===== config.mk =====
export PLATFORM = sky130hd
export DESIGN_NAME = alu_share_arbiter
export DESIGN_NICKNAME = d
export VERILOG_FILES = /design/src/rtl/alu_pkg.sv /design/src/rtl/alu_core.sv /design/src/rtl/alu_share_arbiter.sv
export SDC_FILE = /design/constraint.sdc
export NUM_CORES = 1
export LEC_CHECK = 0
export CAP_MARGIN = 40
export CORE_UTILIZATION = 55
export CTS_BUF_LIST = sky130_fd_sc_hd__clkbuf_8
export DETAILED_ROUTE_END_ITERATION = 10
export GPL_TIMING_DRIVEN = 0
export PLACE_DENSITY_LB_ADDON = 0.05
export RECOVER_POWER = 50
export SLEW_MARGIN = 0
export SYNTH_ARGS = -nofsm -noshare
export SYNTH_HDL_FRONTEND = slang
export SYNTH_SLANG_ARGS = --single-unit
export TNS_END_PERCENT = 10

===== constraint.sdc =====
create_clock -name clk -period 6.3 [get_ports clk]
set_input_delay 1.26 -clock clk [delete_from_list [all_inputs] [get_ports clk]]
set_output_delay 1.26 -clock clk [all_outputs]
set_load 0.01 [all_outputs]

===== src/rtl/alu_pkg.sv =====
// alu_pkg: opcode encodings and FSM state type shared by the ALU arbiter and its core
package alu_pkg;
   localparam logic [2:0] OP_AND = 3'd0;
   localparam logic [2:0] OP_OR  = 3'd1;
   localparam logic [2:0] OP_XOR = 3'd2;
   localparam logic [2:0] OP_NOR = 3'd3;
   localparam logic [2:0] OP_ADD = 3'd4;
   localparam logic [2:0] OP_SUB = 3'd5;
   localparam logic [2:0] OP_SLT = 3'd6;
   localparam logic [2:0] OP_ILL = 3'd7;
   typedef enum logic [1:0] {IDLE = 2'd0, EXEC = 2'd1, RESP = 2'd2} state_t;
endpackage


===== src/rtl/alu_core.sv =====
// alu_core: combinational logic/arithmetic unit (op, a, b -> result, err)
//   op_i     opcode
//   a_i/b_i  operands
//   result_o result; 0 for the illegal opcode
//   err_o    opcode was illegal
module alu_core import alu_pkg::*; #(
   parameter int WIDTH = 32,
   parameter int OP_W  = 3
) (
   input  logic [OP_W-1:0]  op_i,
   input  logic [WIDTH-1:0] a_i,
   input  logic [WIDTH-1:0] b_i,
   output logic [WIDTH-1:0] result_o,
   output logic             err_o
);
   always_comb begin
      result_o = '0;
      err_o    = 1'b0;
      case (op_i)
         OP_AND:  result_o = a_i & b_i;
         OP_OR:   result_o = a_i | b_i;
         OP_XOR:  result_o = a_i ^ b_i;
         OP_NOR:  result_o = ~(a_i | b_i);
         OP_ADD:  result_o = a_i + b_i;
         OP_SUB:  result_o = a_i - b_i;
         OP_SLT:  result_o = {{(WIDTH-1){1'b0}}, $signed(a_i) < $signed(b_i)};
         default: err_o = 1'b1;
      endcase
   end
endmodule


===== src/rtl/alu_share_arbiter.sv =====
// alu_share_arbiter: round-robin sharing of one registered ALU between two requesters
//   clk, rst_n     clock, async active-low reset
//   req_valid/ready request handshake per requester (ready one-hot or zero)
//   req_op/a/b     packed per-requester opcode and operands
//   rsp_valid/ready response handshake per requester
//   rsp_result     registered result, qualified by rsp_valid
//   rsp_zero/err   result is zero / opcode was illegal
module alu_share_arbiter import alu_pkg::*; #(
   parameter int WIDTH = 32,
   parameter int OP_W  = 3
) (
   input  logic               clk,
   input  logic               rst_n,
   input  logic [1:0]         req_valid,
   output logic [1:0]         req_ready,
   input  logic [2*OP_W-1:0]  req_op,
   input  logic [2*WIDTH-1:0] req_a,
   input  logic [2*WIDTH-1:0] req_b,
   output logic [1:0]         rsp_valid,
   input  logic [1:0]         rsp_ready,
   output logic [WIDTH-1:0]   rsp_result,
   output logic               rsp_zero,
   output logic               rsp_err
);
   state_t            state_q, state_d;
   logic              ptr_q, grant_q, win, accept, done, alu_err, zero_q, err_q;
   logic [OP_W-1:0]   op_q;
   logic [WIDTH-1:0]  a_q, b_q, result_q, alu_result;
   // ptr_q holds the last served requester; a tie goes to the other one
   assign win    = &req_valid ? ~ptr_q : req_valid[1];
   assign accept = (state_q == IDLE) && |req_valid;
   assign done   = (state_q == RESP) && rsp_ready[grant_q];
   alu_core #(.WIDTH(WIDTH), .OP_W(OP_W)) u_core (
      .op_i(op_q), .a_i(a_q), .b_i(b_q), .result_o(alu_result), .err_o(alu_err)
   );
   always_ff @(posedge clk or negedge rst_n)
      if (!rst_n) state_q <= IDLE;
      else        state_q <= state_d;
   always_comb begin
      state_d = (state_q == IDLE) ? (|req_valid ? EXEC : IDLE) :
                (state_q == EXEC) ? RESP :
                (state_q == RESP) ? (rsp_ready[grant_q] ? IDLE : RESP) : IDLE;
   end
   // ready is gated by rst_n so a valid held through reset is never acknowledged
   always_comb begin
      req_ready = (accept && rst_n) ? (win ? 2'b10 : 2'b01) : 2'b00;
      rsp_valid = (state_q == RESP) ? (grant_q ? 2'b10 : 2'b01) : 2'b00;
   end
   assign rsp_result = result_q;
   assign rsp_zero   = zero_q;
   assign rsp_err    = err_q;
   always_ff @(posedge clk or negedge rst_n) begin
      if (!rst_n) begin
         ptr_q    <= 1'b1;
         grant_q  <= 1'b0;
         op_q     <= '0;
         a_q      <= '0;
         b_q      <= '0;
         result_q <= '0;
         zero_q   <= 1'b0;
         err_q    <= 1'b0;
      end else begin
         if (accept) begin
            grant_q <= win;
            op_q    <= win ? req_op[OP_W +: OP_W] : req_op[0 +: OP_W];
            a_q     <= win ? req_a[WIDTH +: WIDTH] : req_a[0 +: WIDTH];
            b_q     <= win ? req_b[WIDTH +: WIDTH] : req_b[0 +: WIDTH];
         end
         if (state_q == EXEC) begin
            result_q <= alu_result;
            zero_q   <= (alu_result == '0);
            err_q    <= alu_err;
         end
         if (done) ptr_q <= grant_q;
      end
   end
endmodule


==> results of run 1 <==
-- cell families (layout without fill, tap and decap cells) --
family,Yosys count,after routing,share of synthesized area
compound gates,455,455,0.2780
xor+xnor,18,18,0.01490
mux,93,93,0.08860
buf+inv,187,384,0.07227
fa+ha+maj,100,100,0.1197
simple gates,405,405,0.1780
flops,105,105,0.2485
-- layer usage --
metal  global-route usage  vias to the layer above  wire (µm)
met5                    0                        -          0
met4               0.1922                        0       1965
met3               0.1206                      171       5529
met2               0.6963                      923      18760
met1               0.5803                     5621      17400
li1                     -                     5273          -
-- cells in the mapped netlist (9+ instances only) --
master	instances	area share
nand2_1	102	0.036
mux2i_1	88	0.083
xnor2_1	14	0.012
inv_1	96	0.034
nor3_1	17	0.0080
nor4_1	9	0.0053
and3_1	13	0.0077
a31oi_1	12	0.0071
dfrtp_1	104	0.25
clkbuf_1	47	0.017
nor2b_1	13	0.0077
nand2b_1	10	0.0059
ha_1	98	0.12
o21ai_0	88	0.042
nand4_1	13	0.0077
o211ai_1	14	0.0099
a21oi_1	168	0.079
o21a_1	12	0.0085
buf_2	26	0.012
a211oi_1	31	0.022
nand3_1	15	0.0071
o31ai_1	14	0.0099
nor2_1	173	0.061
-- through the flow --
stage	cells	setup slack [ns]	util	TNS, ns	hold slack (ns)
after floorplan	1363	2.768	-	0	0.5044
after global placement	1774	-1.054	0.6736	-2.091	0.4528
after detailed placement	1778	1.371	0.6759	0	0.4685
after CTS	1794	1.368	0.6859	0	0.4885
after global routing	1794	0.8272	0.6855	0	0.5026
final	1794	1.208	0.6855	0	0.4771
-- final cells by class --
type,count,area share
clock inverters,7,0.005057
plain buffers,88,0.03024
inverters,99,0.02888
repair buffers,181,0.1407
multi-input cells,1071,0.5584
well taps,234,0.02276
clock buffers,9,0.009628
flip-flops and latches,105,0.2043
-- final timing paths --
| check | start | slack (ns) | cells after the start | to |
|---|---|---|---|---|
| worst max-delay path | rst_n | 1.21 | 4 | req_ready[0] |
| worst min-delay path | rsp_result[18] | 0.48 | 2 | rsp_result[18] |
| worst max register to register | a_q[4] | 1.62 | 14 | rsp_zero |
| worst min register to register | rsp_result[18] | 0.48 | 2 | rsp_result[18] |
| max in group asynchronous | rst_n | 3.76 | 1 | rsp_result[29] |
| min in group asynchronous | rst_n | 1.36 | 1 | state_q[0] |
-- state kept, by name (all words and copies together) (netlist names) --
register	cells
grant_q	1
state_q	2
op_q	3
a_q	32
b_q	32
rsp_zero	1
ptr_q	1
rsp_result	32
rsp_err	1
-- critical path, cell delays in order --
cell	delay (ns)
clkbuf_1	1.39
buf_16	0.36
and3b_1	0.22
clkdlybuf4s50_1	0.54
==> results.txt, run 1 <==
Outcome -> finished, violations left
Failing checks -> max-capacitance violations, max-slew violations
Rel. slew slack -> -0.3229
Vias post-DR -> 11,988
Clock Latency Late Sink -> 0.43 ns
H-Tree Depth -> 3
Antenna Nets Post-Route -> 0
Post-synth top flop -> dfrtp_1
Max-slew violations -> 37
Area delta synth->final -> 21.63%
Total grt overflow -> 0
CTS root buf -> clkbuf_8
Port Buf Inserts -> 177
Yosys warnings -> 0
Post-CTS Repair Setup Buffers -> 0
Fraction of layout cells with a size suffix above 1 -> 0.05897
Final Skew -> 0.04008 ns
Worst Hold Class -> reg -> reg
Arrival @ worst endpoint -> 3.83 ns
RSZ-0062 raised after global routing -> no
Commonest non-fill, non-tap cells in the layout -> nor2_1 (173), a21oi_1 (168), clkdlybuf4s50_1 (161)
Reg area -> 2629 µm²
Mean Syn Cell Area -> 7.761 µm²
TritonCTS Buffers -> 9
Startpoint types -> input pin
GRT Total Usage -> 0.4462
Longest Clk Path Bufs -> 2
Pre-antenna DRT Iters -> 8
Max Cap Violations -> 1
Post-CTS sizing -> 0
Critical path data required time -> 5.04 ns
Hold Vio Cnt, Final -> 0
Cells after synthesis -> 1,363
Post-synth net total -> 1,603
Antenna diodes -> 0
Core area -> 18,770 µm²
Sequential share of the synthesized area -> 0.2485
Clock Pin Slew Worst Setup and Hold Paths -> 0.09 ns
Full die area -> 19,790 µm²
Cts hold-fix bufs -> 0
Final wirelength -> 43,660 µm
Final nets -> 1,795
Post-route clock period utilization -> 0.8083
IO Pins -> 178
Die height -> 140.7 µm
Initial antenna violation count -> 0
Setup CP Type -> in -> out
Multi-input logic area -> 7184 µm²
Core Rows -> 50
Iter 0 DRT Violations -> 1,564
Worst Path Max Fanout -> 71
First-pass GRT wire length -> 66,560 µm
Vias per inst -> 6.682
DP HPWL -> 34,640 µm
Die Wd -> 140.7 µm
CP endpoint kind -> output port
Starting density of the core -> 0.5636
Total clock sinks -> 105
Cell Area, Synth -> 10,580 µm²
Avg WL per Cell -> 24.34 µm
CTS tree -> done
Largest net degree at the start of global routing -> 72
Fill cell count -> 1,452
Commonest non-fill, non-tap cell in the layout -> nor2_1
Setup Viol. Count Final -> 0
Number of global-route vias before repair -> 11,759
Synth async-reset ratio -> 1.000
Max frequency -> 196.4 MHz
Area after DPL -> 12,680 µm²
Final min period -> 5.092 ns
Final Wtd Congestion -> 1.055
Yosys cell types -> 95
Design area -> 12,870 µm²
DRC -> 0
Flops & latches, synth -> 105
Least-Margin Pin Slew -> 1.984 ns
EDFF count, synth -> 0
Power of run 1 is left out: the tool's default activity adds up to more than one toggle a clock period on the data nets, which glitch-free logic cannot reach.
==> run 2, diff against run 1 <==
Clock period 6.3 ns to 5.1 ns, I/O delays scaled along.
==> run 2 against run 1 <==
Net effect: the run now ends clean; core utilization barely moved; sequential share of layout area barely moved; via count decreased by 0.28%; sequential cell count unchanged; largest cell class unchanged.
==> results.txt, run 2 (synthesized netlist as in run 1, its figures left out) <==
Final min period -> 4.685 ns
Max Cap Violations -> 0 (-1)
Die Wd -> 140.7 µm (unchanged)
Antenna diodes -> 0 (unchanged)
Area after DPL -> 12,680 µm² (unchanged)
Cell Chain, Critical Path -> inv_1 -> ha_1 -> buf_4 -> nor2_2 -> a211oi_2 -> a21oi_2 -> o31ai_2 -> o2111ai_2 -> a41oi_1 -> o21ai_0 -> a221o_1 -> a311oi_1 -> o311ai_0 -> o31ai_2
Initial antenna violation count -> 0 (unchanged)
Fill cell count -> 1,453 (+0.069%)
Area delta synth->final -> 21.67% (about the same)
Final worst setup slack -> 0.4150 ns (-0.7927 ns)
TritonCTS Buffers -> 9 (unchanged)
Antenna Nets Post-Route -> 0 (unchanged)
CP bufs+invs -> 2 (-1)
Post-CTS sizing -> 0 (unchanged)
CP top delay family -> compound AO/OA/AOI/OAI gates
CP max stage cell -> a41oi_1
Commonest non-fill, non-tap cells in the layout -> nor2_1 (173), a21oi_1 (168), clkdlybuf4s50_1 (160)
Design area -> 12,870 µm² (about the same)
Number of global-route vias before repair -> 11,759 (unchanged)
Inst Count DP -> 1,778 (unchanged)
Reg-to-reg setup timing slack -> 0.42 ns (-1.20 ns)
Reg area -> 2629 µm² (unchanged)
Avg WL per Cell -> 24.37 µm (+0.14%)
Multi-input logic area -> 7184 µm² (unchanged)
Post-route clock period utilization -> 0.9186
WHS Endpoint -> rsp_result[18]
Cell mode on critical path -> o31ai_2
Core Rows -> 50 (unchanged)
Slowest stage delay, CP -> 0.56 ns (-0.83 ns)
Die height -> 140.7 µm (unchanged)
Port Buf Inserts -> 177 (unchanged)
Starting density of the core -> 0.5636 (unchanged)
Reg-to-Reg Start -> a_q[4]
Vias per inst -> 6.663 (-0.28%)
Vias post-DR -> 11,954 (-0.28%)
Cts hold-fix bufs -> 0 (unchanged)
R2R cell count -> 14 (unchanged)
H-Tree Depth -> 3 (unchanged)
GRT Total Usage -> 0.4462 (unchanged)
Setup Viol. Count Final -> 0 (unchanged)
RSZ-0062 raised after global routing -> no
Worst Hold Class -> reg -> reg
Longest Clk Path Bufs -> 2 (unchanged)
DRC -> 0 (unchanged)
Max-slew violations -> 0 (-100%)
Commonest non-fill, non-tap cell in the layout -> nor2_1
Startpoint types -> flip-flop
First-pass GRT wire length -> 66,560 µm (unchanged)
Final wirelength -> 43,720 µm (+0.14%)
Final Wtd Congestion -> 1.055 (unchanged)
Total clock sinks -> 105 (unchanged)
Pre-antenna DRT Iters -> 7 (-1)
Final Skew -> 0.04054 ns (+0.0004607 ns)
Setup CP Type -> reg -> reg
Largest net degree at the start of global routing -> 72 (unchanged)
Arrival @ worst endpoint -> 5.00 ns (+1.17 ns)
Post-CTS Repair Setup Buffers -> 0 (unchanged)
Hold path cells -> 2 (unchanged)
Critical path data required time -> 5.41 ns (+0.37 ns)
Iter 0 DRT Violations -> 1,564 (unchanged)
Worst Path Max Fanout -> 9 (-87%)
CP endpoint kind -> flip-flop
Outcome -> complete, no violations
Clock Latency Late Sink -> 0.43 ns (about the same)
IO Pins -> 178 (unchanged)
Max frequency -> 213.4 MHz
DP HPWL -> 34,640 µm (unchanged)
Total grt overflow -> 0 (unchanged)
Full die area -> 19,790 µm² (unchanged)
Rel. slew slack -> 0.3487 (+0.6716)
Hold Vio Cnt, Final -> 0 (unchanged)
Final nets -> 1,795 (unchanged)
Capturing point of the worst reg2reg path -> rsp_zero
CTS root buf -> clkbuf_8
Core area -> 18,770 µm² (unchanged)
Non-filler cells, final -> 1,794 (unchanged)
Place WS -> 0.6509 ns (-0.7200 ns)
CTS tree -> done
Least-Margin Pin Slew -> 0.9769 ns (-1.007 ns)
Fraction of layout cells with a size suffix above 1 -> 0.05962 (+0.0006410)
Clock Pin Slew Worst Setup and Hold Paths -> 0.13 ns (+0.04 ns)
Min-delay src -> rsp_result[18]
Setup TNS -> 0 ns (unchanged)
[run 2: changes by cell type in the layout (fill, tap and decap cells not counted), sizes merged]
cell / change
dlygate4sd3: +1
clkdlybuf4s50: -1
clkbuf: -1
buf: +1
[run 2: area by class of cell]
| cell class | instances | share of cell area |
|---|---|---|
| clock inverter | 7 | 0.005055 |
| sequential | 105 | 0.2043 |
| inverter | 99 | 0.02887 |
| clock buffer | 9 | 0.009625 |
| tap | 234 | 0.02275 |
| timing repair buffer | 181 | 0.1410 |
| buffer | 88 | 0.03024 |
| multi-input combinational | 1071 | 0.5582 |
[run 2: worst min-delay path: stages (launching register included)]
cell and delay, ns:
dfrtp_1 0.35, nand2_1 0.05, nand2_1 0.05
[run 2: worst max path at each step]
stage,startpoint,end,slack (ns),depth (start not counted)
detailed placement,req_valid[1],req_ready[1],0.65,6
finish,a_q[4],rsp_zero,0.42,14
global route,a_q[4],rsp_zero,0.35,14
CTS,req_valid[1],req_ready[1],0.65,6
global placement,rst_n,req_ready[1],-1.77,3
floorplan,a_q[1],rsp_zero,1.84,13
[run 2: per-stage QoR]
step                      utilization  hold slack, ns
after global placement         0.6736          0.4528
after global routing           0.6857          0.5026
after CTS                      0.6859          0.4885
final                          0.6857          0.4773
after floorplan                     -          0.5044
after detailed placement       0.6759          0.4685
[run 2: metal layers]
layer / GRT usage / part of all wire / up-vias / wire length (µm)
met5: 0 / 0 / - / 0
met4: 0.1922 / 0.044 / 0 / 1928
met3: 0.1206 / 0.13 / 160 / 5480
met2: 0.6963 / 0.43 / 899 / 18740
met1: 0.5803 / 0.40 / 5617 / 17570
li1: - / - / 5278 / -
Power of run 2 is left out for the same reason.
==> run 3, diff against run 2 <==
Settings changed: CTS_CLUSTER_DIAMETER set to 40, MAX_ROUTING_LAYER set to met4.
==> run 3 against run 2 <==
Net effect: non-clock buffer count decreased by 3; highest routed layer unchanged; sequential cell count unchanged; via count about the same; global-route usage grew 0.41 points; clock skew decreased by 0.0038 ns; first-iteration DRC count increased by 2.8%; wire length decreased by 1.8%; clock-buffer cell count unchanged; core utilization decreased by 0.060 points.
==> results.txt, run 3 (synthesized netlist as in run 1, its figures left out) <==
Outcome -> complete, no violations
DP HPWL -> 34,260 µm (-1.1%)
Post-route clock period utilization -> 0.9188 (about the same)
Commonest non-fill, non-tap cells in the layout -> nor2_1 (173), a21oi_1 (168), clkdlybuf4s50_1 (160)
Worst setup path start -> b_q[3]
IO Pins -> 178 (unchanged)
Core area -> 18,770 µm² (unchanged)
Cell Chain, Critical Path -> inv_1 -> ha_1 -> nor2_2 -> a211oi_2 -> a21oi_2 -> o31ai_2 -> o2111ai_2 -> a41oi_1 -> o21ai_0 -> a221o_1 -> a311oi_2 -> o311ai_0 -> o31ai_2
Commonest non-fill, non-tap cell in the layout -> nor2_1
Port Buf Inserts -> 177 (unchanged)
Final Wtd Congestion -> 1.089 (+3.2%)
Startpoint types -> flip-flop
Die height -> 140.7 µm (unchanged)
Post-CTS sizing -> 0 (unchanged)
Final min period -> 4.686 ns (+0.0009770 ns)
Antenna Nets Post-Route -> 0 (unchanged)
Core Rows -> 50 (unchanged)
Arrival @ worst endpoint -> 4.99 ns (about the same)
Slowest stage delay, CP -> 0.57 ns (about the same)
RSZ-0062 raised after global routing -> no
Total grt overflow -> 0 (unchanged)
Final Skew -> 0.03671 ns (-0.003833 ns)
Cts hold-fix bufs -> 0 (unchanged)
CP max stage cell -> o31ai_2
Cell mode on critical path -> o31ai_2
CTS tree -> done
Setup CP Type -> reg -> reg
Die Wd -> 140.7 µm (unchanged)
Antenna diodes -> 0 (unchanged)
Largest net degree at the start of global routing -> 71 (-1.4%)
Pre-antenna DRT Iters -> 7 (unchanged)
H-Tree Depth -> 3 (unchanged)
Starting density of the core -> 0.5636 (unchanged)
First-pass GRT wire length -> 65,510 µm (-1.6%)
Max-slew violations -> 0 (unchanged)
Longest Clk Path Bufs -> 2 (unchanged)
Final nets -> 1,792 (-0.17%)
Hold Vio Cnt, Final -> 0 (unchanged)
Initial antenna violation count -> 0 (unchanged)
CTS root buf -> clkbuf_8
Critical path data required time -> 5.41 ns (about the same)
Max frequency -> 213.4 MHz (about the same)
Clock Pin Slew Worst Setup and Hold Paths -> 0.12 ns (about the same)
Final wirelength -> 42,920 µm (-1.8%)
CP endpoint kind -> flip-flop
Setup TNS -> 0 ns (unchanged)
Post-CTS Repair Setup Buffers -> 0 (unchanged)
Number of global-route vias before repair -> 11,657 (-0.87%)
Iter 0 DRT Violations -> 1,608 (+2.8%)
Vias per inst -> 6.671 (+0.11%)
Worst Hold Class -> reg -> reg
Total clock sinks -> 105 (unchanged)
Rel. slew slack -> 0.3725 (+0.02373)
TritonCTS Buffers -> 9 (unchanged)
Min-delay src -> rsp_result[21]
Clock Latency Late Sink -> 0.42 ns (about the same)
Setup Viol. Count Final -> 0 (unchanged)
Worst Path Max Fanout -> 7 (-2)
Fraction of layout cells with a size suffix above 1 -> 0.05845 (-0.001170)
DRC -> 0 (unchanged)
Reg-to-Reg Start -> b_q[3]
Least-Margin Pin Slew -> 0.9327 ns (-0.04419 ns)
Area delta synth->final -> 21.56% (about the same)
Full die area -> 19,790 µm² (unchanged)
GRT Total Usage -> 0.4503 (+0.004078)
Max Cap Violations -> 0 (unchanged)
Avg WL per Cell -> 23.97 µm (-1.7%)
Vias post-DR -> 11,947 (-0.059%)
## run 3: cell type report
type | instances | area, µm²
multi-input cells | 1071 | 7191
fillers | 1435 | 5909
flip-flops and latches | 105 | 2629
repair buffers | 178 | 1797
plain buffers | 88 | 389.1
inverters | 99 | 371.6
well taps | 234 | 292.8
clock buffers | 9 | 123.9
clock inverters | 7 | 65.06
## run 3: per-layer routing
| layer | vias up | part of all wire | track usage |
|---|---|---|---|
| met5 | - | 0 | - |
| met4 | 0 | 0.046 | 0.1934 |
| met3 | 190 | 0.13 | 0.1219 |
| met2 | 924 | 0.43 | 0.6769 |
| met1 | 5574 | 0.39 | 0.5684 |
| li1 | 5259 | - | - |
## run 3: worst paths after layout
check                           depth (start not counted)  slack [ns]        endpoint
worst max-delay path                                   13        0.41        rsp_zero
worst min-delay path                                    2        0.47  rsp_result[21]
worst max register to register                         13        0.41        rsp_zero
worst min register to register                          2        0.47  rsp_result[21]
max in group asynchronous                               2        3.82         b_q[24]
min in group asynchronous                               1        0.55   rsp_result[8]
## run 3: critical path: cells and delay by family (launching register included)
kind / cells / cell delay (ns)
and+or+nand+nor: 1 / 0.12
buffers and inverters: 1 / 0.11
adders and majority gates: 1 / 0.45
AOI/OAI and AO/OA: 10 / 3.47
DFF: 1 / 0.43
## run 3: stage by stage
stage	setup slack (ns)	area, µm²	instances	hold WS [ns]	util
2_1_floorplan	1.835	10580	1363	0.5044	-
3_3_place_gp	-1.827	12640	1774	0.4538	0.6736
3_5_place_dp	0.3832	12670	1775	0.4618	0.6749
4_1_cts	0.3073	12860	1791	0.4858	0.6850
5_1_grt	0.2120	12860	1791	0.4926	0.6851
6_report	0.4141	12860	1791	0.4736	0.6851
Power of run 3 is left out for the same reason.
